===== src/rtl/prog_counter.sv =====
// ============================================================================
// Module   : prog_counter
// Purpose  : Programmable up/down counter with runtime limit, wrap/saturate
//            mode, load, terminal-count pulse and sticky overflow flag.
//            Optional clock-enable prescaler under macro COUNTER_PRESCALE_EN.
// Revision : 1.0 - initial release
// ============================================================================
`timescale 1ns/1ps
`default_nettype none

module prog_counter #(
  parameter int WIDTH    = 12,
  parameter int PRESCALE = 1
) (
  input  logic             clk,
  input  logic             reset,
  input  logic             en,
  input  logic             up,
  input  logic             sat,
  input  logic [WIDTH-1:0] limit,
  input  logic             load,
  input  logic [WIDTH-1:0] load_val,
  output logic [WIDTH-1:0] count,
  output logic             tc,
  output logic             ovf
);

  localparam logic [WIDTH-1:0] c_one  = WIDTH'(1);
  localparam logic [WIDTH-1:0] c_zero = '0;

  if (WIDTH < 2 || WIDTH > 32) begin : g_bad_width
    $error("prog_counter: WIDTH must be in 2..32");
  end
  if (PRESCALE < 1 || PRESCALE > 65535) begin : g_bad_prescale
    $error("prog_counter: PRESCALE must be in 1..65535");
  end

  logic [WIDTH-1:0] count_q, count_d;
  logic             tc_q, tc_d;
  logic             ovf_q, ovf_d;
  logic             w_step_qual;

`ifdef COUNTER_PRESCALE_EN
  localparam logic [15:0] c_presc_last = 16'(PRESCALE - 1);

  logic [15:0] presc_q, presc_d;

  assign w_step_qual = (presc_q == c_presc_last);

  // Load restarts the divide sequence so the first step after a load is a full period away.
  always_comb begin
    presc_d = presc_q;
    if (load) begin
      presc_d = '0;
    end else if (en) begin
      presc_d = w_step_qual ? 16'd0 : presc_q + 16'd1;
    end
  end

  always_ff @(posedge clk) begin
    if (reset) begin
      presc_q <= '0;
    end else begin
      presc_q <= presc_d;
    end
  end
`else
  assign w_step_qual = 1'b1;
`endif

  logic [WIDTH-1:0] w_dec;
  logic [WIDTH-1:0] w_load_clamped;

  assign w_dec          = count_q - c_one;
  assign w_load_clamped = (load_val > limit) ? limit : load_val;

  // Boundaries are detected before the add/subtract, so no carry/borrow bit is needed.
  always_comb begin
    count_d = count_q;
    tc_d    = 1'b0;
    ovf_d   = ovf_q;
    if (load) begin
      count_d = w_load_clamped;
      ovf_d   = 1'b0;
    end else if (en && w_step_qual) begin
      if (up) begin
        if (count_q >= limit) begin
          count_d = sat ? limit : c_zero;
          tc_d    = 1'b1;
          ovf_d   = 1'b1;
        end else begin
          count_d = count_q + c_one;
        end
      end else begin
        if (count_q == c_zero) begin
          count_d = sat ? c_zero : limit;
          tc_d    = 1'b1;
          ovf_d   = 1'b1;
        end else begin
          count_d = (w_dec > limit) ? limit : w_dec;
        end
      end
    end
  end

  always_ff @(posedge clk) begin
    if (reset) begin
      count_q <= '0;
      tc_q    <= 1'b0;
      ovf_q   <= 1'b0;
    end else begin
      count_q <= count_d;
      tc_q    <= tc_d;
      ovf_q   <= ovf_d;
    end
  end

  assign count = count_q;
  assign tc    = tc_q;
  assign ovf   = ovf_q;

endmodule

`default_nettype wire


===== config.mk =====
export PLATFORM = sky130hd
export DESIGN_NAME = prog_counter
export DESIGN_NICKNAME = d
export VERILOG_FILES = /design/src/rtl/prog_counter.sv
export SDC_FILE = /design/constraint.sdc
export NUM_CORES = 1
export LEC_CHECK = 0
export ABC_AREA = 1
export CAP_MARGIN = 10
export CORE_MARGIN = 2
export CORE_UTILIZATION = 25
export CTS_CLUSTER_DIAMETER = 80
export DETAILED_ROUTE_END_ITERATION = 12
export SYNTH_ARGS = -nofsm -noshare
export SYNTH_HDL_FRONTEND = slang
export SYNTH_SLANG_ARGS = --single-unit
export TNS_END_PERCENT = 10

===== constraint.sdc =====
create_clock -name clk -period 6.2 [get_ports clk]
set_clock_uncertainty 0.15 [all_clocks]
set_input_delay 1.24 -clock clk [delete_from_list [all_inputs] [get_ports clk]]
set_output_delay 1.24 -clock clk [all_outputs]
set_load 0.01 [all_outputs]

==> results of run 1 <==
==> routing by layer <==
layer | share of wire (%) | GRT usage (%)
met3 | 5.8 | 1.21
met4 | 2.9 | 6.17
met5 | 0 | 0
met1 | 46 | 20.1
met2 | 45 | 24.3
==> final cells by class <==
class                   instances  area, um^2
fillers                      1246        7490
well taps                     140         175
clock buffers                   4        88.8
flip-flops and latches         14         280
multi-input cells             382        2210
inverters                      69         259
repair buffers                 43         430
==> worst paths after layout <==
| check | start | to | slack (ns) | cells past startpoint |
|---|---|---|---|---|
| worst max-delay path | limit[5] | count[3]$_SDFFE_PP0P_ | 2.22 | 11 |
| worst min-delay path | ovf$_SDFFE_PP0P_ | ovf$_SDFFE_PP0P_ | 0.31 | 2 |
| worst max register to register | count[0]$_SDFFE_PP0P_ | count[5]$_SDFFE_PP0P_ | 2.75 | 20 |
| worst min register to register | ovf$_SDFFE_PP0P_ | ovf$_SDFFE_PP0P_ | 0.31 | 2 |
==> worst register-to-register path: stages, from the launching register on <==
cell	delay, ns
dfxtp_1	0.37
inv_1	0.25
ha_1	0.29
nand2_1	0.11
nor2_1	0.18
xor2_1	0.23
inv_1	0.07
ha_1	0.27
nand2_1	0.05
inv_1	0.05
nand2_1	0.10
nor2_1	0.13
nand2_1	0.06
nand3_1	0.13
nand2_2	0.25
o21ai_0	0.24
inv_1	0.07
nand2_1	0.10
nand2_1	0.09
nand2_1	0.07
a21oi_1	0.06
==> registers in the layout, summed over array words and instances, names as in the netlist <==
register,count
count,12
ovf,1
tc,1
==> cells by family (layout without fill, tap and decap cells) <==
group	Yosys count	count (layout)	synth area share (%)
simple gates	234	234	36.2
compound gates	90	90	18.6
buf+inv	87	116	12.3
fa+ha+maj	39	39	17.2
xor+xnor	19	19	5.87
flops	14	14	9.89
==> power by group through the flow <==
stage	registers (uW)	clock network (uW)	logic, uW
after floorplan	121	0	298
after global placement	130	0	401
after detailed placement	130	0	412
after CTS	129	140	415
after global routing	131	142	475
final	129	138	414
==> cell usage in the layout, fill, tap and decap left out, types with 5 or more instances in the layout <==
cell / count
nand4_1: 10
nor3_1: 7
nor2_1: 47
ha_1: 39
a21oi_2: 5
a21oi_1: 31
o21ai_2: 7
nand2_1: 127
clkdlybuf4s50_1: 43
dfxtp_1: 14
o21ai_0: 34
nand3_1: 33
o211ai_1: 8
xor2_1: 19
inv_1: 68
==> per-stage QoR <==
| step | total power (uW) | worst slack, ns |
|---|---|---|
| 5_1_grt | 748 | 1.86 |
| 3_3_place_gp | 532 | 1.95 |
| 2_1_floorplan | 420 | 3.24 |
| 6_report | 681 | 2.22 |
| 4_1_cts | 684 | 2.21 |
| 3_5_place_dp | 542 | 1.95 |
==> out/results.ini, run 1 <==
[timing]
timing.final.crit_period_ns=3.98
period_utilization_pct=64.1
rsz_0062_raised_after_global_routing=false
final_hold_viol_count=0
finalHoldWorstSlack_ns=0.308
final_max_slew_viol_count=0
maxClockFrequency_ghz=0.251
slew_headroom_pct=40.9
tightestPinTransition_ns=0.883
setup_viol=0
setup-tns-final_ns=0

[clocking]
worstSkewPairLatency_ns=0.25
cts_setup_buffers=0
number_of_buffers_added_by_the_clock_tree_synthesis_step=3
level_count_of_the_clock_h_tree=1
ctsResizeCount=0
clkSlewWorstSetupHoldPaths_ns=0.05
cts_root_buf=clkbuf_16
cts_hold_repair.buffers=0
tritoncts=built
clockBufferDepth=2
cts.sinks=14

[logic_synthesis]
synthesis.yosys.warnings=0
postSynth.asyncResetShare_pct=0
synth.top_cell.area_share_pct=17.2
synthesis.instances=483
count_leader_synth=nand2_1
post_synth_most_frequent_cells=nand2_1 (127), inv_1 (68), nor2_1 (47)
synth_cell_types=32
syn-mean-instance-area_um2=5.87
synthesis.nets=552
yosys-top-cells-area=ha_1 (17%), nand2_1 (17%), dfxtp_1 (9.9%), inv_1 (9.0%), nor2_1 (6.2%)
synth_ff_type=dfxtp_1
yosys.area.top_type=ha_1
synth_enable_flop_cells=0
mappedNetlistArea_um2=2840
synth.yosys.seq_area_share_pct=9.89
yosys_register_bits=14

[setup_path]
end_kind=register
worst_path_cell_chain=clkdlybuf4s50_1, inv_1, ha_1, nand4_1, nor3_1, nand4_1, nand3_1, nand2_1, nor2_1, nor2_1, a21oi_2
cp-start-kind=input pin
worst_path_max_delay_cell=nand4_1
worst-endpoint-required_ns=6.23
timing.setup.critical_path_class=input pin to register
critPathBufInv=2
cpLargestDelayFamily=simple AND/OR/NAND/NOR gates
crit_fanout=23
critical-path-max-stage-delay_ns=0.72
critPathArrivalTime_ns=4.01

[cells_and_area]
final_nets=582
drive_gt1_share_pct=5.08
final_std_cell_area_no_fill_um2=3440
finish.cell_count_without_fillers=652
insertedDiodeCount=0
synthToLayoutAreaGrowth_pct=21.4
post_layout_util_pct=31.5

[detailed_routing]
number_of_nets_with_antenna_violations_after_routing=0
drt_first_iter_violations=125
post_drt_wl_per_cell_um=13.9
drt_drc_violations_left=0
finalWirelength_mm=9.05
first_pass_iters=4
post_drt_via_cell_ratio=4.87
via_count=3175

[floorplan]
die_w_um=110
floorplan.core_area_um2=10900
die_y_um=110
floorplan.die_area_um2=12200
io-pin-count=44
core.rowCount=38
effective_utilization_at_floorplan_pct=25.9

[power_and_ir_drop]
sequentialPowerShare_pct=18.9
vdd.ir_drop.worst_mv=0.0828
total_leakage_power_uw=0.00174
pwr-share-comb_pct=60.8
share_clk_of_total_power_pct=20.2
power_report.internal_total_uw=359
fraction_of_power_spent_switching_nets_pct=47.2
power.density_nw_per_um2=198
power.switching_uw=322

[run_status]
outcome=complete, no violations

[global_route]
first_global_vias=3100
globalRouteOverflowTotal=0
maximum_number_of_pins_on_one_net_before_global_route_repair=24
grt_antenna_before_repair=0
all_layer_global_routing_usage_pct=14.8
grt_first_pass_wirelength_mm=15.2

[placed_design]
hpwl_mm=7.48
placedCellCount=648
postPlaceCellArea_um2=3350
port_buffers=43
finalWeightedCongestion=0.928

[hold_path]
hp-class=register to register

[run]
drv.max_cap_violation_count=0

Note: power is estimated with default switching activity, not from simulation.
==> inputs of run 2 (changes only) <==
- clock period: 6.2 -> 3.55 ns (I/O delays scaled with it)
==> out/results.ini, run 2 (synthesis gave the netlist of run 1 again) <==
[run_status]
outcome=complete, no violations

[cells_and_area]
layout_common_cells=nand2_1 (127), inv_1 (68), nor2_1 (47)
synthToLayoutAreaGrowth_pct=25.5
final_common_cell=nand2_1
drive_gt1_share_pct=7.78  ; +2.7 points
finish.cell_count_without_fillers=667  ; +2.3%
largest_register_ff_count=12  ; unchanged
insertedDiodeCount=0  ; unchanged
post_layout_util_pct=32.5  ; +1.1 points
final_nets=597  ; +2.6%

[floorplan]
effective_utilization_at_floorplan_pct=25.9  ; unchanged
die_w_um=110  ; unchanged
die_y_um=110  ; unchanged
floorplan.die_area_um2=12200  ; unchanged
floorplan.core_area_um2=10900  ; unchanged
io-pin-count=44  ; unchanged
core.rowCount=38  ; unchanged

[clocking]
clkSlewWorstSetupHoldPaths_ns=0.05  ; about the same
level_count_of_the_clock_h_tree=1  ; unchanged
worstSkewPairLatency_ns=0.26  ; about the same
tritoncts=built
cts_hold_repair.buffers=0  ; unchanged
number_of_buffers_added_by_the_clock_tree_synthesis_step=3  ; unchanged
cts_root_buf=clkbuf_16
clockBufferDepth=2  ; unchanged
cts.sinks=14  ; unchanged

[global_route]
first_global_vias=3166  ; +2.1%
grt_antenna_before_repair=0  ; unchanged
maximum_number_of_pins_on_one_net_before_global_route_repair=24  ; unchanged
globalRouteOverflowTotal=0  ; unchanged
grt_first_pass_wirelength_mm=15.6  ; +2.7%
all_layer_global_routing_usage_pct=15.4  ; +0.51 points

[detailed_routing]
number_of_nets_with_antenna_violations_after_routing=0  ; unchanged
drt_first_iter_violations=242  ; +94%
via_count=3301  ; +4.0%
post_drt_via_cell_ratio=4.95  ; +1.6%
finalWirelength_mm=9.49  ; +4.8%
first_pass_iters=5  ; +1
post_drt_wl_per_cell_um=14.2  ; +2.5%
drt_drc_violations_left=0  ; unchanged

[timing]
slew_headroom_pct=53.5  ; +13 points
setup_viol=0  ; unchanged
tightestPinTransition_ns=0.695  ; -0.188 ns
maxClockFrequency_ghz=0.320
final_max_slew_viol_count=0  ; unchanged
timing.final.crit_period_ns=3.13
final_hold_viol_count=0  ; unchanged
rsz_0062_raised_after_global_routing=false
finalHoldWorstSlack_ns=0.304  ; -0.00435 ns
period_utilization_pct=88.1
setup-tns-final_ns=0  ; unchanged

[power_and_ir_drop]
power.density_nw_per_um2=344  ; +74%
vdd.ir_drop.worst_mv=0.149  ; +80%
total_leakage_power_uw=0.00182  ; +4.3%
power.total_uw=1220  ; +80%

[placed_design]
placedCellCount=663  ; +2.3%
port_buffers=43  ; unchanged
finalWeightedCongestion=0.981  ; +5.7%
hpwl_mm=7.76  ; +3.8%

[setup_path]
worst-endpoint-required_ns=3.54  ; -2.69 ns
timing.setup.critical_path_class=register to register
end_kind=register
cp-start-kind=register
crit_fanout=19  ; -17%
critPathArrivalTime_ns=3.12  ; -0.89 ns

[hold_path]
hp-class=register to register

[run]
drv.max_cap_violation_count=0  ; unchanged

==> run 2: layer usage <==
| layer | wire (um) | up-vias | GRT usage [%] |
|---|---|---|---|
| met1 | 4490 | 1496 | 21.5 |
| met4 | 192 | 0 | 5.08 |
| met3 | 565 | 14 | 0.933 |
| li1 | - | 1657 | - |
| met2 | 4240 | 134 | 25.1 |
| met5 | 0 | - | 0 |
==> run 2: area by class of cell <==
class,instances,area [um^2]
Tap cell,140,175
Sequential cell,14,280
Fill cell,1236,7380
Multi-Input combinational cell,382,2210
Inverter,69,259
Clock buffer,4,88.8
Timing Repair Buffer,58,543
==> run 2: final timing paths <==
path                            to  slack (ns)             startpoint  cells after the start
min reg2reg       ovf$_SDFFE_PP0P_        0.30       ovf$_SDFFE_PP0P_                      2
max          count[7]$_SDFFE_PP0P_        0.42  count[0]$_SDFFE_PP0P_                     20
min               ovf$_SDFFE_PP0P_        0.30       ovf$_SDFFE_PP0P_                      2
max reg2reg  count[7]$_SDFFE_PP0P_        0.42  count[0]$_SDFFE_PP0P_                     20
==> run 2: power by group <==
group	internal [uW]	total (uW)	switching, uW	leakage [uW]
clock	172	249	77.7	0.0000442
sequential	175	208	33.1	0.000116
combinational	301	767	466	0.00166
total	648	1220	577	0.00182
==> run 2: timing repair <==
action | 4_1_cts | 5_1_grt
buffers inserted | 0 | 0
endpoints found under the setup margin | 0 | 2
gates resized for setup | 0 | 1
==> run 2: critical path, cell delays in order (launching register included) <==
cell	delay [ns]
dfxtp_1	0.30
inv_1	0.22
ha_1	0.31
nand2_1	0.11
nor2_1	0.19
xor2_1	0.21
inv_1	0.06
ha_1	0.27
nand2_1	0.04
inv_1	0.05
nand2_1	0.06
nor2_1	0.10
nand2_1	0.06
nand3_1	0.15
nand2_4	0.17
o21ai_0	0.20
inv_1	0.06
nand2_1	0.08
nand2_1	0.08
nand2_1	0.09
a21oi_2	0.05
==> run 2: metrics by stage <==
stage / worst slack [ns] / area (um^2)
floorplan: 0.762 / 2840
global placement: 0.174 / 3460
detailed placement: 0.192 / 3460
CTS: 0.331 / 3550
global route: 0.0828 / 3560
finish: 0.422 / 3560
==> inputs of run 3 (changes only) <==
- CTS_BUF_LIST: default -> sky130_fd_sc_hd__clkbuf_8
==> out/results.ini, run 3 (synthesis gave the netlist of run 1 again) <==
[placed_design]
postPlaceCellArea_um2=3460  ; unchanged
hpwl_mm=7.76  ; unchanged
finalWeightedCongestion=0.981  ; unchanged
pre_cts_slack_ns=0.192  ; unchanged
port_buffers=43  ; unchanged

[setup_path]
cp-startpoint=count[2]$_SDFFE_PP0P_
critical-path-top-cell-by-count=nand2_1
critPathArrivalTime_ns=3.13  ; about the same
cp-start-kind=register
timing.setup.critical_path_class=register to register
worst_path_cell_chain=inv_1, nand3_1, nor2_1, xor2_1, inv_1, ha_1, nand4_1, nor3_1, nand2_1, nand2_4, nand2_1, nand2_1, o21ai_2, nand2_1, nand2_1, nand2_1, a21oi_2
regToRegStartpoint=count[2]$_SDFFE_PP0P_
crit_fanout=19  ; unchanged
critPathBufInv=2  ; -2
worst_path_max_delay_cell=dfxtp_1
worst-endpoint-required_ns=3.54  ; about the same
critical-path-max-stage-delay_ns=0.43  ; +0.12 ns
cpLargestDelayFamily=simple AND/OR/NAND/NOR gates
end_kind=register

[power_and_ir_drop]
total_leakage_power_uw=0.00180  ; -0.85%
power.density_nw_per_um2=324  ; -5.9%
vdd.ir_drop.worst_mv=0.116  ; -23%

[cells_and_area]
drive_gt1_share_pct=7.78  ; unchanged
final_common_cell=nand2_1
insertedDiodeCount=0  ; unchanged
final_nets=597  ; unchanged
layout_common_cells=nand2_1 (127), inv_1 (68), nor2_1 (47)
final_std_cell_area_no_fill_um2=3520  ; -0.95%
largest_register_ff_count=12  ; unchanged
synthToLayoutAreaGrowth_pct=24.3

[detailed_routing]
finalWirelength_mm=9.40  ; -0.95%
post_drt_via_cell_ratio=4.90  ; -1.0%
first_pass_iters=5  ; unchanged
post_drt_wl_per_cell_um=14.1  ; -0.95%
via_count=3268  ; -1.0%
drt_drc_violations_left=0  ; unchanged
number_of_nets_with_antenna_violations_after_routing=0  ; unchanged
drt_first_iter_violations=219  ; -9.5%

[timing]
timing.final.crit_period_ns=3.14  ; +0.00781 ns
tightestPinTransition_ns=0.702  ; +0.00626 ns
setup-tns-final_ns=0  ; unchanged
slew_headroom_pct=53.1  ; -0.42 points
rsz_0062_raised_after_global_routing=false
period_utilization_pct=88.3  ; +0.22 points
layout_setup_ws_ns=0.414  ; -0.00781 ns
setup_viol=0  ; unchanged
maxClockFrequency_ghz=0.319  ; -0.25%
final_max_slew_viol_count=0  ; unchanged
final_hold_viol_count=0  ; unchanged

[floorplan]
io-pin-count=44  ; unchanged
floorplan.die_area_um2=12200  ; unchanged
effective_utilization_at_floorplan_pct=25.9  ; unchanged
die_w_um=110  ; unchanged
die_y_um=110  ; unchanged
core.rowCount=38  ; unchanged
floorplan.core_area_um2=10900  ; unchanged

[global_route]
globalRouteMet2Util_pct=24.9  ; -0.12 points
grt_antenna_before_repair=0  ; unchanged
globalRouteOverflowTotal=0  ; unchanged
grt_most_used_layer=met2
first_global_vias=3171  ; +0.16%
all_layer_global_routing_usage_pct=15.3  ; -0.080 points
grt_first_pass_wirelength_mm=15.6  ; unchanged
maximum_number_of_pins_on_one_net_before_global_route_repair=24  ; unchanged
gr-usage-met3_pct=0.604  ; -0.33 points
grtUsageMet1_pct=21.6  ; +0.13 points

[clocking]
clockBufferDepth=2  ; unchanged
cts_hold_repair.buffers=0  ; unchanged
cts_root_buf=clkbuf_8
cts.sinks=14  ; unchanged
tritoncts=built
level_count_of_the_clock_h_tree=1  ; unchanged
number_of_buffers_added_by_the_clock_tree_synthesis_step=3  ; unchanged
worstSkewPairLatency_ns=0.26  ; about the same
clkSlewWorstSetupHoldPaths_ns=0.06  ; about the same

[run]
drv.max_cap_violation_count=0  ; unchanged

[run_status]
outcome=complete, no violations

[hold_path]
hp-class=register to register
timing.hold.worst.start=ovf$_SDFFE_PP0P_

==> run 3: changes by cell type in the layout (fill, tap and decap cells not counted) <==
| cell | before | now |
|---|---|---|
| clkbuf_8 | 1 | 4 |
| clkbuf_16 | 3 | 0 |
==> run 3: layout make-up <==
type,count,area [um^2]
Clock buffer,4,55.1
Sequential cell,14,280
Timing Repair Buffer,58,543
Fill cell,1245,7410
Tap cell,140,175
Multi-Input combinational cell,382,2210
Inverter,69,259
==> run 3: tightest hold or removal path, stage by stage (launching register included) <==
cell and delay, ns:
dfxtp_1 0.31, nand2_1 0.06, nand2_1 0.05
==> run 3: final timing paths <==
check / endpoint / slack (ns) / cells after the start
worst max register to register: count[3]$_SDFFE_PP0P_ / 0.41 / 17
worst min register to register: ovf$_SDFFE_PP0P_ / 0.31 / 2
worst min-delay path: ovf$_SDFFE_PP0P_ / 0.31 / 2
worst max-delay path: count[3]$_SDFFE_PP0P_ / 0.41 / 17
==> run 3: layer usage <==
metal / share of wire [%] / vias up / routed length, um
met1: 48 / 1479 / 4510
li1: - / 1656 / -
met4: 2.5 / 0 / 233
met2: 44 / 114 / 4120
met3: 5.7 / 19 / 531
met5: 0 / - / 0
==> run 3: where the power goes <==
group	internal, uW	leakage [uW]	switching [uW]	total (uW)
clock network	98.7	0.0000288	68.4	167
registers	175	0.000116	32.9	208
logic	301	0.00166	465	766
==> run 3: repair_timing <==
action	in CTS	in global routing
endpoints found under the setup margin	0	3
buffers inserted	0	0
gates resized for setup	0	1
==> run 3: per-stage QoR <==
stage                     std cells  util, %  hold WS (ns)  power, uW
final                           667     32.2         0.307       1140
after global routing            667     32.2         0.319       1260
after CTS                       667     32.2         0.308       1130
after detailed placement        663     31.7         0.299        966
after global placement          663     31.7         0.294        953
after floorplan                 483        -         0.323        733
